$ cat src/rtl/computie_snoop_pkg.sv
// Shared definitions for the snoop dumper: record FSM state encoding, record
// byte counts, separator bytes and the nibble-to-ASCII helper.
// Optional feature macro: SNOOP_DUMP_ASCII_EN (ASCII hex record format).
package computie_snoop_pkg;

  typedef enum logic [2:0] {
    IDLE  = 3'd0,
    FETCH = 3'd1,
    LOAD  = 3'd2,
    SEND  = 3'd3,
    NEXT  = 3'd4,
    DONE  = 3'd5
  } state_t;

  localparam int RAW_REC_BYTES   = 8;
  localparam int ASCII_REC_BYTES = 19;

  localparam logic [7:0] SEP_SPACE = 8'h20;
  localparam logic [7:0] SEP_CR    = 8'h0D;
  localparam logic [7:0] SEP_LF    = 8'h0A;

  // Byte counter must reach 18 in the ASCII format.
  localparam int BCNT_W = 5;

  // Byte positions of the separators inside an ASCII record.
  localparam logic [BCNT_W-1:0] POS_SPACE = 5'd8;
  localparam logic [BCNT_W-1:0] POS_CR    = 5'd17;
  localparam logic [BCNT_W-1:0] POS_LF    = 5'd18;

`ifdef SNOOP_DUMP_ASCII_EN
  localparam int REC_BYTES = ASCII_REC_BYTES;

  // 0-9 -> '0'..'9', A-F -> 'A'..'F' (upper case).
  function automatic logic [7:0] hex_ascii(input logic [3:0] nib);
    return (nib < 4'd10) ? (8'h30 + {4'h0, nib}) : (8'h37 + {4'h0, nib});
  endfunction
`else
  localparam int REC_BYTES = RAW_REC_BYTES;
`endif

endpackage

$ cat src/rtl/computie_snoop_byte_serializer.sv
// Turns one 64-bit {address, data} record into a byte stream with a
// valid/ready handshake. Raw build: 8 bytes, MSB first. With
// SNOOP_DUMP_ASCII_EN defined: 19 bytes "AAAAAAAA DDDDDDDD\r\n".
// Ports:
//   comm_clock, reset : clock, async active-high reset
//   clear             : zero the byte counter (start of a dump)
//   load, word        : capture a new record and restart at byte 0
//   active            : record FSM is offering bytes (drives valid)
//   ready             : transmitter accepts the current byte
//   data, valid       : byte stream out
//   last              : current byte is the final byte of the record
module computie_snoop_byte_serializer
  import computie_snoop_pkg::*;
(
  input  logic        comm_clock,
  input  logic        reset,
  input  logic        clear,
  input  logic        load,
  input  logic [63:0] word,
  input  logic        active,
  input  logic        ready,
  output logic [7:0]  data,
  output logic        valid,
  output logic        last
);

  logic [63:0]       shreg;
  logic [BCNT_W-1:0] cnt;
  logic [7:0]        cur_byte;
  logic              take;

  assign take  = active & ready;
  assign valid = active;
  assign last  = (cnt == BCNT_W'(REC_BYTES - 1));
  // Output is forced to zero outside SEND so reset/idle shows a clean bus.
  assign data  = active ? cur_byte : 8'h00;

`ifdef SNOOP_DUMP_ASCII_EN
  logic is_sep;

  // The top nibble of the shift register is always the next hex digit;
  // separator slots emit constants and leave the register untouched.
  always_comb begin
    is_sep   = 1'b1;
    cur_byte = 8'h00;
    case (cnt)
      POS_SPACE: cur_byte = SEP_SPACE;
      POS_CR:    cur_byte = SEP_CR;
      POS_LF:    cur_byte = SEP_LF;
      default: begin
        is_sep   = 1'b0;
        cur_byte = hex_ascii(shreg[63:60]);
      end
    endcase
  end
`else
  assign cur_byte = shreg[63:56];
`endif

  always_ff @(posedge comm_clock or posedge reset) begin
    if (reset) begin
      shreg <= '0;
      cnt   <= '0;
    end else if (load) begin
      shreg <= word;
      cnt   <= '0;
    end else if (clear) begin
      cnt <= '0;
    end else if (take) begin
      cnt <= last ? '0 : cnt + BCNT_W'(1);
`ifdef SNOOP_DUMP_ASCII_EN
      if (!is_sep) shreg <= {shreg[59:0], 4'h0};
`else
      shreg <= {shreg[55:0], 8'h00};
`endif
    end
  end

endmodule

$ cat src/rtl/computie_snoop_dumper.sv
// Dumps the snoop capture buffer over a byte-wide UART handshake. Walks
// records 0..total-1, reading each through a one-cycle-latency buffer port
// and handing it to the byte serializer.
// Optional feature macro: SNOOP_DUMP_ASCII_EN (ASCII hex record format).
// Ports:
//   comm_clock, reset         : clock, async active-high reset
//   dump_start / dump_end     : level request / completion (held while requested)
//   record_count              : number of valid records, sampled at start
//   rec_index                 : buffer read address
//   rec_address, rec_data     : buffer read data, one cycle after rec_index
//   tx_data, tx_valid, tx_ready : byte stream to the UART transmitter
//
// state | meaning
// IDLE  | waiting for dump_start; latches the clamped record total
// FETCH | rec_index presented to the buffer
// LOAD  | buffer data valid; captured into the serializer
// SEND  | bytes of the current record offered to the transmitter
// NEXT  | advance rec_index; finish or fetch the next record
// DONE  | dump_end high until dump_start drops
//
// Only BITWIDTH = 32 is supported (records are packed into 64 bits).
module computie_snoop_dumper
  import computie_snoop_pkg::*;
#(
  parameter int BITWIDTH = 32,
  parameter int DEPTH    = 128
) (
  input  logic                     comm_clock,
  input  logic                     reset,
  input  logic                     dump_start,
  output logic                     dump_end,
  input  logic [$clog2(DEPTH):0]   record_count,
  output logic [$clog2(DEPTH)-1:0] rec_index,
  input  logic [BITWIDTH-1:0]      rec_address,
  input  logic [BITWIDTH-1:0]      rec_data,
  output logic [7:0]               tx_data,
  output logic                     tx_valid,
  input  logic                     tx_ready
);

  localparam int IW = $clog2(DEPTH);
  localparam int CW = IW + 1;

  state_t        state, state_nx;
  logic [CW-1:0] total;
  logic [CW-1:0] count_clamped;
  logic [CW-1:0] index_plus1;
  logic          ser_last;
  logic          start_dump;

  assign count_clamped = (record_count > CW'(DEPTH)) ? CW'(DEPTH) : record_count;
  // Widened so the final index (DEPTH-1) + 1 can equal a total of DEPTH.
  assign index_plus1   = CW'(rec_index) + CW'(1);
  assign start_dump    = (state == IDLE) && dump_start;
  assign dump_end      = (state == DONE);

  always_ff @(posedge comm_clock or posedge reset) begin
    if (reset) begin
      state     <= IDLE;
      total     <= '0;
      rec_index <= '0;
    end else begin
      state <= state_nx;
      if (start_dump) begin
        total     <= count_clamped;
        rec_index <= '0;
      end else if (state == NEXT) begin
        rec_index <= rec_index + IW'(1);
      end
    end
  end

  // Dropping dump_start aborts at the next safe point: immediately outside
  // SEND, or once the byte currently offered has been accepted.
  always_comb begin
    state_nx = state;
    case (state)
      IDLE: begin
        if (dump_start) state_nx = (count_clamped == '0) ? DONE : FETCH;
      end
      FETCH: state_nx = dump_start ? LOAD : IDLE;
      LOAD:  state_nx = dump_start ? SEND : IDLE;
      SEND: begin
        if (tx_ready) begin
          if (!dump_start)   state_nx = IDLE;
          else if (ser_last) state_nx = NEXT;
        end
      end
      NEXT: begin
        if (!dump_start)             state_nx = IDLE;
        else if (index_plus1 == total) state_nx = DONE;
        else                         state_nx = FETCH;
      end
      DONE: begin
        if (!dump_start) state_nx = IDLE;
      end
      default: state_nx = IDLE;
    endcase
  end

  computie_snoop_byte_serializer u_serializer (
    .comm_clock (comm_clock),
    .reset      (reset),
    .clear      (start_dump),
    .load       (state == LOAD),
    .word       ({rec_address, rec_data}),
    .active     (state == SEND),
    .ready      (tx_ready),
    .data       (tx_data),
    .valid      (tx_valid),
    .last       (ser_last)
  );

endmodule

$ cat config.mk
export PLATFORM = sky130hd
export DESIGN_NAME = computie_snoop_dumper
export DESIGN_NICKNAME = d
export VERILOG_FILES = /design/src/rtl/computie_snoop_pkg.sv /design/src/rtl/computie_snoop_byte_serializer.sv /design/src/rtl/computie_snoop_dumper.sv
export SDC_FILE = /design/constraint.sdc
export NUM_CORES = 1
export LEC_CHECK = 0
export BUFFER_PORTS_ARGS = -buffer_cell sky130_fd_sc_hd__buf_2
export CORE_UTILIZATION = 54
export DETAILED_ROUTE_END_ITERATION = 7
export GPL_TIMING_DRIVEN = 0
export PLACE_DENSITY = 0.75
export RECOVER_POWER = 50
export SLEW_MARGIN = 5
export SYNTH_ARGS = -nofsm -noshare
export SYNTH_HDL_FRONTEND = slang
export SYNTH_SLANG_ARGS = --single-unit
export TNS_END_PERCENT = 30
$ cat constraint.sdc
create_clock -name comm_clock -period 3.05 [get_ports comm_clock]
set_input_delay 0.61 -clock comm_clock [delete_from_list [all_inputs] [get_ports comm_clock]]
set_output_delay 0.61 -clock comm_clock [all_outputs]
set_load 0.01 [all_outputs]
==> summary.txt, run 1 <==
outcome - completed
Crit path required time - 2.44 ns
area post-placement - 4870 um2
cell depth of the worst hold path - 2
routed length per instance - 15.3 um
most common cell in the netlist - dfrtp_1
Max IR drop VDD - 0.000407 V
Mapped Area - 4260 um2
final antenna diode count - 0
post-route insts no fill - 631
H-tree levels - 3
FF-to-FF End - u_serializer.shreg[43]
DRC violations left - 0
io pins - 93
Hold EP - u_serializer.shreg[2]
Std-Cell Rows - 32
Leak - 2.35 nW
Most used DFF post-synth - dfrtp_1
final wirelength - 9670 um
Remaining Overflow, GRT - 0
Die H - 90.8 um
Final Cell Area - 5080 um2
Final min period - 2.40 ns
Least-Margin Pin Slew - 1.37 ns
synthesized area per cell - 10.1 um2
Mapped Nets - 498
post-synthesis cell count - 420
Post-synth top cells - dfrtp_1, nand2_1, mux2i_1, o21ai_0, o21ai_1
post-CTS resize count - 0
worst hold path class - in -> reg
CP max stage cell - dfrtp_1
Die Wd - 90.8 um
clock net sink count - 87
Highest Clock Rate - 416 MHz
worst-case reg-to-reg path depth - 5
crit path capture type - output port
CP arrival - 1.79 ns
Yosys cell types - 47
Startpoint Class - register
Core Footprint - 7690 um2
Nets - 602
Worst slew margin - 0.0828
count of final hold-check violations - 0
CTS tree - yes
Post-CTS Hold Buffers - 0
Area Growth Syn to Fin - 19.4%
CP most frequent cell - buf_2
RSZ-0062 raised after global routing - no
EDFF count, synth - 0
Placer Congestion - 0.798
TNS Setup - 0 ns
first-pass GRT wire length - 16400 um
Port Buf Inserts - 92
share of layout cells above drive strength 1 - 0.233
total global-route track usage - 0.253
Seq cells post-synth - 87
reg2reg start - state[1]
Final ANT Viol Nets - 0
Pre-antenna DRT Iters - 6
Worst-path clk slew - 0.08 ns
Setup Fix Bufs, Post-CTS - 0
Final Slew Violations - 0
min-delay src - rec_data[2]
Initial Utilization - 0.554
dpl cells - 615
Die ar. - 8240 um2
CP top delay family - buffers and inverters
critical path class - reg -> out
buffers plus inverters on the worst setup path - 3
Final Cycle Share - 0.788
Synth area leaders - dfrtp_1, mux2i_1, nand2_1
max cap viols - 0
Clock Root Buffer - clkbuf_8
vias in the first global route - 3420
ys async rst share - 1.00
placed wire-length estimate - 7030 um
clk_lat worst skew - 0.35 ns
register area share after synthesis - 0.511
Via density - 5.46
largest net degree at the start of global routing - 59
r2r setup slk - 1.22 ns
top cell type's share of synthesized area - 0.511
post-synth top area cell - dfrtp_1
crit-path cells - buf_2, and3b_1, clkbuf_1, and2_1, buf_2
endpoints failing setup - 0
Longest Clk Path Bufs - 2
Synth Warn # - 0
cts bufs inserted - 9
routed via count - 3446
power per cell area - 864 nW/um2
critical path fanouts, max - 10
clk_skew - 0.00580 ns
initial antenna violation count - 0
largest stage delay on the critical path - 0.34 ns
drt initial violations - 178
==> per-stage QoR <==
| stage | worst slack (ns) | utilization | total power, W | hold WS [ns] |
|---|---|---|---|---|
| after floorplan | 0.190 | - | 0.00306 | 0.442 |
| after detailed placement | 0.970 | 0.634 | 0.00353 | 0.462 |
| after global placement | -0.842 | 0.630 | 0.00345 | 0.454 |
| after global routing | 0.461 | 0.661 | 0.00473 | 0.462 |
| final | 0.648 | 0.661 | 0.00439 | 0.470 |
| after CTS | 0.651 | 0.663 | 0.00443 | 0.261 |
==> metal layers <==
layer / GRT usage / share of wire / vias to the layer above
met2: 0.426 / 0.50 / 82
met3: 0.0572 / 0.047 / 20
li1: - / - / 1672
met1: 0.328 / 0.44 / 1672
met4: 0.0767 / 0.020 / 0
met5: 0 / 0 / -
==> power by group <==
| part | internal, W | switching (W) |
|---|---|---|
| clock | 0.000484 | 0.000408 |
| combinational | 0.000730 | 0.000984 |
| sequential | 0.00156 | 0.000229 |
| total | 0.00277 | 0.00162 |
==> state kept, by name, summed over array words and instances (netlist names) <==
name / cells
state: 3
u_serializer.shreg: 64
rec_index: 7
u_serializer.cnt: 5
total: 8
==> placed cells by master, fill, tap and decap left out, types with 2 or more instances in the layout <==
master and count:
buf_2 92, dfrtp_1 87, nand2_1 75, mux2i_1 56, o21ai_0 56, o21ai_1 21
clkbuf_1 19, and2_1 12, nand3_1 10, clkbuf_8 10, nand2b_1 8, a22o_1 8
xnor2_1 6, buf_6 5, nor2_1 5, xor2_1 5, a21oi_1 4, nor2b_1 3
nor3_1 3, o31ai_1 3, inv_1 3, nand3b_1 2, buf_4 2, and3_1 2
o22ai_1 2, nor4_1 2, ha_1 2, bufinv_16 2
==> area by class of cell <==
type | instances | area [um2]
buffer | 26 | 148
clock buffer | 11 | 141
clock inverter | 5 | 81.3
fill | 673 | 2610
inverter | 4 | 16.3
multi-input combinational | 303 | 1910
sequential | 87 | 2180
tap | 102 | 128
timing repair buffer | 93 | 484
==> worst max-delay path by stage <==
stage,end,cells past startpoint,slack (ns),from
floorplan,rec_index[0],1,0.19,reset
global placement,u_serializer.shreg[61],2,-0.84,reset
detailed placement,u_serializer.shreg[9],6,0.97,tx_ready
CTS,tx_data[3],5,0.65,state[0]
global route,tx_data[6],5,0.46,state[0]
finish,tx_data[3],5,0.65,state[0]
==> cells by family (layout without fill, tap and decap cells) <==
group | after synthesis | count (layout) | synth area share
simple gates | 130 | 130 | 0.148
compound gates | 103 | 103 | 0.139
flops | 87 | 87 | 0.511
mux | 57 | 57 | 0.134
buf+inv | 30 | 139 | 0.0388
xor+xnor | 11 | 11 | 0.0226
fa+ha+maj | 2 | 2 | 0.00588
No activity file was read; power rests on OpenSTA's default activity.
==> run 2, diff against run 1 <==
--- a/config.mk
+++ b/config.mk
@@ -6,10 +6,10 @@
 export NUM_CORES = 1
 export LEC_CHECK = 0
 export BUFFER_PORTS_ARGS = -buffer_cell sky130_fd_sc_hd__buf_2
-export CORE_UTILIZATION = 54
+export CORE_UTILIZATION = 49
 export DETAILED_ROUTE_END_ITERATION = 7
 export GPL_TIMING_DRIVEN = 0
-export PLACE_DENSITY = 0.75
+export PLACE_DENSITY = 0.72
 export RECOVER_POWER = 50
 export SLEW_MARGIN = 5
 export SYNTH_ARGS = -nofsm -noshare
==> constraint.sdc (replaced) <==
create_clock -name comm_clock -period 2.06 [get_ports comm_clock]
set_input_delay 0.412 -clock comm_clock [delete_from_list [all_inputs] [get_ports comm_clock]]
set_output_delay 0.412 -clock comm_clock [all_outputs]
set_load 0.01 [all_outputs]
==> summary.txt, run 2 (synthesis results as in run 1) <==
Highest Clock Rate - 514 MHz
reg2reg start - state[0]
vias in the first global route - 3375 (-1.3%)
clk_lat worst skew - 0.35 ns (about the same)
CTS tree - yes
Worst slew margin - 0.374 (+0.291)
Startpoint Class - register
clk_skew - 0.0111 ns (+0.00531 ns)
Least-Margin Pin Slew - 0.939 ns (-0.429 ns)
Longest Clk Path Bufs - 2 (unchanged)
Clk pwr share - 0.191 (-0.012)
highest-count cells in the layout ignoring fill and taps - buf_2, dfrtp_1, nand2_1
part of the power in registers - 0.409 (+0.002)
Largest regs - u_serializer.shreg: 64 flops, total: 8 flops, rec_index: 7 flops
Clock Root Buffer - clkbuf_8
Post-CTS Hold Buffers - 0 (unchanged)
met3 usage - 0.0399 (-0.0174)
share of layout cells above drive strength 1 - 0.238 (+0.00567)
Comb pwr share - 0.399 (+0.009)
H-tree levels - 3 (unchanged)
initial antenna violation count - 0 (unchanged)
Placer Congestion - 0.835 (+4.6%)
Die Wd - 95.2 um (+4.9%)
Most flops, register - u_serializer.shreg
routed via count - 3437 (-0.26%)
Fin Hold WS - 0.157 ns (-0.312 ns)
DRC violations left - 0 (unchanged)
Net Sw Power - 0.00246 W (+52%)
Std-Cell Rows - 33 (+3.1%)
Port Buf Inserts - 92 (unchanged)
Int Pwr - 0.00399 W (+44%)
crit-path cells - clkbuf_4, and3b_2, and2_1, buf_2
FF-to-FF End - u_serializer.shreg[16]
first-pass GRT wire length - 16600 um (+1.3%)
Area Growth Syn to Fin - 18.8%
critical path fanouts, max - 13 (+3)
busiest grt layer - met2
dpl cells - 619 (+0.65%)
critical path class - reg -> out
M2 GR Usage - 0.390 (-0.0356)
routed length per instance - 15.8 um (+3.3%)
worst hold path class - in -> async
largest stage delay on the critical path - 0.38 ns (+0.04 ns)
outcome - completed
cts bufs inserted - 9 (unchanged)
drt initial violations - 140 (-21%)
Remaining Overflow, GRT - 0 (unchanged)
global routing usage on met1 - 0.339 (+0.0105)
Pre-antenna DRT Iters - 4 (-2)
CP max stage cell - dfrtp_1
RSZ-0062 raised after global routing - no
clock net sink count - 87 (unchanged)
CP arrival - 1.53 ns (-0.26 ns)
total power - 0.00645 W (+47%)
endpoints failing setup - 0 (unchanged)
largest net degree at the start of global routing - 39 (-34%)
Via density - 5.42 (-0.73%)
post-route insts no fill - 634 (+0.48%)
r2r setup slk - 0.33 ns (-0.89 ns)
power per cell area - 1280 nW/um2 (+48%)
Die H - 95.2 um (+4.9%)
total global-route track usage - 0.245 (-0.00803)
Largest register FFs - 64 (unchanged)
Worst-path clk slew - 0.09 ns (about the same)
Final Cycle Share - 0.944
io pins - 93 (unchanged)
Initial Utilization - 0.513 (-0.0408)
Die ar. - 9060 um2 (+10%)
Max IR drop VDD - 0.000642 V (+58%)
final antenna diode count - 0 (unchanged)
Final Slew Violations - 0 (unchanged)
worst-case reg-to-reg path depth - 6 (+1)
Final ANT Viol Nets - 0 (unchanged)
max cap viols - 0 (unchanged)
most common cell after layout, fill and taps aside - buf_2
count of final hold-check violations - 0 (unchanged)
Nets - 602 (unchanged)
Final min period - 1.94 ns
Core Footprint - 8300 um2 (+8.0%)
final wirelength - 10000 um (+3.8%)
Setup Fix Bufs, Post-CTS - 0 (unchanged)
Sw Share - 0.381 (+0.0124)
final core utilization - 0.609 (-0.0519)
TNS Setup - 0 ns (unchanged)
placed wire-length estimate - 7380 um (+5.0%)
Crit path required time - 1.65 ns (-0.79 ns)
crit path capture type - output port
Leak - 2.32 nW (-1.3%)
==> run 2: cell types whose count changed in the layout (fill, tap and decap cells not counted), sizes merged <==
cell      change
buf           -4
inv           +1
bufinv        -1
clkbuf        +3
clkinvlp      +1
==> run 2: routing by layer <==
| layer | wire length (um) | share of wire |
|---|---|---|
| met5 | 0 | 0 |
| met2 | 4870 | 0.49 |
| met3 | 453 | 0.045 |
| met4 | 216 | 0.022 |
| met1 | 4490 | 0.45 |
==> run 2: final cells by class <==
type	instances	area [um2]
plain buffers	25	149
clock buffers	10	138
clock inverters	6	67.6
fillers	723	3240
inverters	4	16.3
multi-input cells	303	1920
flip-flops and latches	87	2180
well taps	105	131
repair buffers	94	462
==> run 2: power by group through the flow <==
| stage | registers (W) | clock network, W | logic [W] |
|---|---|---|---|
| after floorplan | 0.00257 | 0 | 0.00196 |
| after global placement | 0.00264 | 0 | 0.00246 |
| after detailed placement | 0.00267 | 0 | 0.00259 |
| after CTS | 0.00264 | 0.00126 | 0.00261 |
| after global routing | 0.00270 | 0.00133 | 0.00291 |
| final | 0.00264 | 0.00123 | 0.00257 |
==> run 2: how the worst max path moves through the flow <==
| stage | startpoint | slack [ns] | endpoint |
|---|---|---|---|
| detailed placement | tx_ready | 0.16 | u_serializer.shreg[60] |
| floorplan | state[0] | 0.46 | tx_data[0] |
| finish | state[0] | 0.12 | tx_data[2] |
| CTS | state[0] | 0.01 | tx_data[2] |
| global route | state[0] | 0.03 | tx_data[4] |
| global placement | reset | 0.01 | u_serializer.shreg[61] |
==> run 2: repair_timing <==
item | 4_1_cts | 5_1_grt
gates resized for setup | 2 | 2
pin swaps | 0 | 0
setup endpoints to repair | 9 | 8
==> run 2: through the flow <==
stage	setup WS, ns	cell area [um2]
finish	0.116	5060
global route	0.0253	5060
global placement	0.0103	4850
detailed placement	0.162	4890
floorplan	0.458	4260
CTS	0.0104	5100
==> run 2: worst max-delay path, delay by kind of cell (launching register included) <==
| family | cells | cell delay (ns) |
|---|---|---|
| buffers and inverters | 2 | 0.31 |
| DFF | 1 | 0.38 |
| and+or+nand+nor | 2 | 0.49 |
